File: src/rtl/pwm_pkg.sv
`default_nettype none
// ============================================================================
// Module  : pwm_pkg
// Brief   : Shared constants for the PWM line sequencer (widths, states, err bits).
// Revision: 1.0
// ============================================================================
package pwm_pkg;

    localparam int PWM_DATA_W = 8;
    localparam logic [PWM_DATA_W-1:0] PWM_CNT_MAX = 8'hFF;

    localparam int ERR_UNDERRUN = 0;
    localparam int ERR_OVERRUN  = 1;

    typedef logic [1:0] state_t;
    localparam state_t ST_IDLE  = 2'd0;
    localparam state_t ST_CLEAR = 2'd1;
    localparam state_t ST_RUN   = 2'd2;

endpackage
`default_nettype wire

File: src/rtl/pwm_shadow_buf.sv
`default_nettype none
// ============================================================================
// Module  : pwm_shadow_buf
// Brief   : Collects one duty byte per channel into a shadow set; commit empties it.
// Revision: 1.0
// ============================================================================
module pwm_shadow_buf
    import pwm_pkg::*;
#(
    parameter int CHANNELS = 8,
    parameter int DATA_W   = PWM_DATA_W
) (
    input  logic                       clk,
    input  logic                       rst,
    input  logic                       in_valid,
    input  logic [DATA_W-1:0]          in_data,
    input  logic                       commit,
    output logic                       in_ready,
    output logic                       shadow_full,
    output logic [CHANNELS*DATA_W-1:0] shadow
);

    localparam int IDX_W = (CHANNELS > 1) ? $clog2(CHANNELS) : 1;
    localparam logic [IDX_W-1:0] LAST_IDX = IDX_W'(CHANNELS - 1);

    logic [IDX_W-1:0] widx_q, widx_d;
    logic             full_q, full_d;
    logic             accept;

    assign accept      = in_valid & ~full_q;
    assign in_ready    = ~full_q;
    assign shadow_full = full_q;

    // Commit only happens while full and accept only while not full, so they never collide.
    always_comb begin
        widx_d = widx_q;
        full_d = full_q;
        if (commit) begin
            full_d = 1'b0;
        end
        if (accept) begin
            if (widx_q == LAST_IDX) begin
                widx_d = '0;
                full_d = 1'b1;
            end else begin
                widx_d = widx_q + IDX_W'(1);
            end
        end
    end

    always_ff @(posedge clk or negedge rst) begin
        if (!rst) begin
            widx_q <= '0;
            full_q <= 1'b0;
        end else begin
            widx_q <= widx_d;
            full_q <= full_d;
        end
    end

    for (genvar k = 0; k < CHANNELS; k++) begin : g_ch
        logic [DATA_W-1:0] byte_q, byte_d;

        always_comb begin
            byte_d = byte_q;
            if (accept && (widx_q == IDX_W'(k))) begin
                byte_d = in_data;
            end
        end

        always_ff @(posedge clk or negedge rst) begin
            if (!rst) begin
                byte_q <= '0;
            end else begin
                byte_q <= byte_d;
            end
        end

        assign shadow[k*DATA_W +: DATA_W] = byte_q;
    end

endmodule
`default_nettype wire

File: src/rtl/pwm_line_sequencer.sv
`default_nettype none
// ============================================================================
// Module  : pwm_line_sequencer
// Brief   : Commits shadow duty set on hsync rise, clears counter, runs one PWM period.
// Revision: 1.0
// ============================================================================
module pwm_line_sequencer
    import pwm_pkg::*;
#(
    parameter int CHANNELS = 8,
    parameter int DATA_W   = PWM_DATA_W
) (
    input  logic                       clk,
    input  logic                       rst,
    input  logic                       hsync,
    input  logic                       in_valid,
    input  logic [DATA_W-1:0]          in_data,
    output logic                       in_ready,
    input  logic [DATA_W-1:0]          count,
    output logic                       cnt_clr,
    output logic                       pwm_en,
    output logic [CHANNELS*DATA_W-1:0] duty,
    output logic                       line_done,
    output logic [1:0]                 err,
    input  logic                       err_clr
);

    state_t                      state_q, state_d;
    logic                        hsync_d_q;
    logic [CHANNELS*DATA_W-1:0]  duty_q, duty_d;
    logic                        cnt_clr_q, cnt_clr_d;
    logic                        pwm_en_q, pwm_en_d;
    logic                        line_done_q, line_done_d;
    logic [1:0]                  err_q, err_d, err_set;

    logic                        hs_rise;
    logic                        commit;
    logic                        shadow_full;
    logic [CHANNELS*DATA_W-1:0]  shadow;

    assign hs_rise = hsync & ~hsync_d_q;
    assign commit  = (state_q == ST_IDLE) && hs_rise && shadow_full;

    pwm_shadow_buf #(
        .CHANNELS (CHANNELS),
        .DATA_W   (DATA_W)
    ) u_shadow (
        .clk         (clk),
        .rst         (rst),
        .in_valid    (in_valid),
        .in_data     (in_data),
        .commit      (commit),
        .in_ready    (in_ready),
        .shadow_full (shadow_full),
        .shadow      (shadow)
    );

    always_comb begin
        state_d     = state_q;
        duty_d      = duty_q;
        cnt_clr_d   = 1'b0;
        pwm_en_d    = 1'b0;
        line_done_d = 1'b0;
        err_set     = 2'b00;
        case (state_q)
            ST_IDLE: begin
                if (hs_rise) begin
                    if (shadow_full) begin
                        duty_d    = shadow;
                        cnt_clr_d = 1'b1;
                        state_d   = ST_CLEAR;
                    end else begin
                        err_set[ERR_UNDERRUN] = 1'b1;
                    end
                end
            end
            ST_CLEAR: begin
                pwm_en_d = 1'b1;
                state_d  = ST_RUN;
                if (hs_rise) begin
                    err_set[ERR_OVERRUN] = 1'b1;
                end
            end
            ST_RUN: begin
                if (hs_rise) begin
                    err_set[ERR_OVERRUN] = 1'b1;
                end
                // Counter at terminal value closes the 256-count period.
                if (count == PWM_CNT_MAX) begin
                    line_done_d = 1'b1;
                    state_d     = ST_IDLE;
                end else begin
                    pwm_en_d = 1'b1;
                end
            end
            default: begin
                state_d = ST_IDLE;
            end
        endcase
        err_d = (err_clr ? 2'b00 : err_q) | err_set;
    end

    always_ff @(posedge clk or negedge rst) begin
        if (!rst) begin
            state_q     <= ST_IDLE;
            hsync_d_q   <= 1'b0;
            duty_q      <= '0;
            cnt_clr_q   <= 1'b0;
            pwm_en_q    <= 1'b0;
            line_done_q <= 1'b0;
            err_q       <= 2'b00;
        end else begin
            state_q     <= state_d;
            hsync_d_q   <= hsync;
            duty_q      <= duty_d;
            cnt_clr_q   <= cnt_clr_d;
            pwm_en_q    <= pwm_en_d;
            line_done_q <= line_done_d;
            err_q       <= err_d;
        end
    end

    assign duty      = duty_q;
    assign cnt_clr   = cnt_clr_q;
    assign pwm_en    = pwm_en_q;
    assign line_done = line_done_q;
    assign err       = err_q;

endmodule
`default_nettype wire
File: config.mk
export PLATFORM = sky130hd
export DESIGN_NAME = pwm_line_sequencer
export DESIGN_NICKNAME = d
export VERILOG_FILES = /design/src/rtl/pwm_pkg.sv /design/src/rtl/pwm_shadow_buf.sv /design/src/rtl/pwm_line_sequencer.sv
export SDC_FILE = /design/constraint.sdc
export NUM_CORES = 1
export LEC_CHECK = 0
export CAP_MARGIN = 20
export CELL_PAD_IN_SITES_DETAIL_PLACEMENT = 1
export CELL_PAD_IN_SITES_GLOBAL_PLACEMENT = 2
export CORE_ASPECT_RATIO = 0.9
export CORE_UTILIZATION = 25
export CTS_CLUSTER_DIAMETER = 100
export DETAILED_ROUTE_END_ITERATION = 10
export PLACE_DENSITY = 0.62
export SLEW_MARGIN = 10
export SYNTH_ARGS = -nofsm -noshare
export SYNTH_HDL_FRONTEND = slang
export SYNTH_HIERARCHICAL = 1
export SYNTH_SLANG_ARGS = --single-unit
export TNS_END_PERCENT = 100
File: constraint.sdc
create_clock -name clk -period 1.65 [get_ports clk]
set_input_delay 0.495 -clock clk [delete_from_list [all_inputs] [get_ports clk]]
set_output_delay 0.495 -clock clk [all_outputs]
set_load 0.05 [all_outputs]
==> impl_metrics.tcl <==
set metrics [dict create \
    nFillCells 2267 \
    post-place-ws_ns -0.477 \
    maxCapViolations 0 \
    totalWireLength_mm 13.6 \
    end_kind "flip-flop" \
    switching_share 0.353 \
    worst_slew_pin_slew_ns 0.287 \
    setup_tns_ns 0 \
    synth_seq_cells 140 \
    cell_internal_pwr_mw 12.8 \
    rows 52 \
    via_per_inst 4.18 \
    ys_types 29 \
    final_nets 508 \
    power_switching_mw 7.00 \
    stdcell_area_um2 8740 \
    grt_pass1_wl_mm 22.4 \
    total_power_mw 19.8 \
    drive_above_1_share 0.593 \
    fin_ws_ns 0.0732 \
    core_um2 22600 \
    dieArea_um2 23900 \
    cts.clk_slew.worst_paths_ns 0.06 \
    crit_chain "inv_2 > ha_2 > nand3_2 > clkinv_4 > buf_12 > clkbuf_16 > mux2_4" \
    cts_buffer_depth 2 \
    setup_violations 0 \
    placed_area_um2 8010 \
    chipWidth_um 163 \
    netlist_area_um2 5820 \
    dieHeight_um 147 \
    dp_hpwl_mm 9.37 \
    port_buffers 90 \
    max-slew-margin-rel 0.809 \
    p_per_area_nw_per_um2 2270 \
    dr_total_vias 3284 \
    area_growth_pct 50.2 \
    cp_max_fo 13 \
    synth_top_area_share 0.602 \
    synthTopCellsByArea "dfrtp_1 60%, mux2_2 15%, mux2_4 13%" \
    gp_congestion 0.759 \
    avgSynthCellArea_um2 17.3 \
    htreeDepth 4 \
    max_freq_ghz 0.634 \
    startpoint_type "flip-flop" \
    gr-total-overflow 0 \
    wl_per_cell_um 17.3 \
    synth-main-ff-cell "dfrtp_1" \
    drc 0 \
    reg2reg_depth 7 \
    clock_latency_ns 0.42 \
    slowest_delay_ns 0.39 \
    status "finished clean" \
    report.final.slew_viol_count 0 \
    worst_hold_path_type "in -> reg" \
    clock_sinks 140 \
    pwr-share-clk 0.212 \
    seqPwrFrac 0.323 \
    ys_seq_area_frac 0.602 \
    synth_common_cells "140 x dfrtp_1, 78 x mux2_2, 51 x mux2_4" \
    antenna_found_initial 0 \
    cts_tree "yes" \
    final_util 0.386 \
    firstDrtPassIters 4 \
    comb_power_share 0.464 \
    async_flop_share 1.00 \
    worstPathArrival_ns 1.88 \
    grt_usage 0.126 \
    period_needed_ns 1.58 \
    ys_warn_count 6 \
    io_pins 91 \
    yosysMostFrequentCell "dfrtp_1" \
    grt_max_degree 43 \
    synth-edff-count 0 \
    required_ns 1.95 \
    crit_type "reg -> reg" \
    cts_made_buffers 17 \
    netlist_instances 337 \
    post-route-period-util 0.956 \
    initial_utilization 0.257 \
    rsz0062_at_grt "false" \
    min_path_cells 2 \
    p_leak_nw 3.99 \
    critical-path-slowest-cell "dfrtp_1" \
    ir_drop_mv 0.972 \
    synth_top_area_cell "dfrtp_1" \
    cts_root_buf "clkbuf_16" \
    antenna_cells 0 \
    hold_violations 0 \
    syn-num-nets 369 \
    grt_pass1_vias 3802 \
    drt_iter0_drc 78 \
    ant_nets 0 \
    fin_skew_ns 0.00827 \
]
## cell usage in the layout, fill, tap and decap left out, drive strengths merged
| cell | n |
|---|---|
| nand4bb | 1 |
| nand4 | 2 |
| nand2 | 2 |
| o22ai | 1 |
| nor3 | 1 |
| and4bb | 3 |
| inv | 11 |
| o21a | 2 |
| mux2 | 129 |
| nand4b | 3 |
| nor2 | 1 |
| clkdlybuf4s50 | 18 |
| nand3b | 3 |
| clkbuf | 19 |
| bufinv | 5 |
| dlygate4sd3 | 1 |
| nand3 | 3 |
| o21ai | 3 |
| buf | 112 |
| mux2i | 1 |
| o211ai | 4 |
| nor2b | 2 |
| ha | 11 |
| dfrtp | 140 |
| dlygate4sd2 | 1 |
| clkinv | 9 |
| a21bo | 1 |
## critical path, delay by kind of cell (launching register included)
family	cells	cell delay, ns
simple gates	1	0.10
buf+inv	4	0.48
fa+ha+maj	1	0.19
flops	1	0.39
mux	1	0.29
## what timing repair did
item / 4_1_cts / 5_1_grt
hold buffers: 1 / 0
resized for setup: 8 / 5
endpoints found under the hold margin: 22 / 0
endpoints found under the setup margin: 30 / 37
gates cloned: 0 / 1
buffers inserted: 2 / 0
## flip-flops by register name (all words and copies together) (netlist names)
signal / cells
hsync_d_q: 1
state_q: 2
cnt_clr: 1
u_shadow/g_ch.byte_q: 64
u_shadow/shadow_full: 1
line_done: 1
err: 2
duty: 64
u_shadow/widx_q: 3
pwm_en: 1
## cell type report
type | instances | area, µm² | share of cell area
Sequential cell | 140 | 3500 | 0.401
Multi-Input combinational cell | 173 | 2110 | 0.241
Timing Repair Buffer | 133 | 2040 | 0.234
Clock buffer | 18 | 439 | 0.0503
Tap cell | 297 | 372 | 0.0425
Clock inverter | 14 | 218 | 0.0249
Inverter | 11 | 48.8 | 0.00559
## routing by layer
metal  GRT usage  routed length [µm]  up-vias
met3      0.0356                 551       15
met1       0.164                6060     1733
met4      0.0463                 214        0
li1            -                   -     1477
met2       0.201                6780       59
met5           0                   0        -
## metrics by stage
step	hold WS, ns	instances
floorplan	0.199	337
global placement	0.384	751
detailed placement	0.393	751
CTS	0.413	786
global route	0.423	786
finish	0.432	786
## power by group through the flow
stage | clock (mW) | combinational (mW) | sequential, mW
floorplan | 0 | 2.72 | 8.36
global placement | 0 | 9.06 | 6.46
detailed placement | 0 | 9.21 | 6.51
CTS | 4.34 | 9.35 | 6.45
global route | 4.50 | 9.65 | 6.65
finish | 4.21 | 9.21 | 6.41
## cells by family after synthesis
group           Yosys count  share of synthesized area
fa+ha+maj                11                     0.0237
compound gates           11                     0.0131
simple gates             21                     0.0376
mux                     130                      0.284
flops                   140                      0.602
buf+inv                  24                     0.0389
## final timing paths
kind | start | end | slack (ns)
worst min-delay path | hsync | hsync_d_q | 0.43
min in group asynchronous | rst | hsync_d_q | 0.50
worst max-delay path | state_q[0] | duty[22] | 0.07
worst min register to register | u_shadow/g_ch[0].byte_q[3] | duty[3] | 0.50
max in group asynchronous | rst | duty[30] | 0.62
worst max register to register | state_q[0] | duty[22] | 0.07
Power figures use the tool's default switching activity.
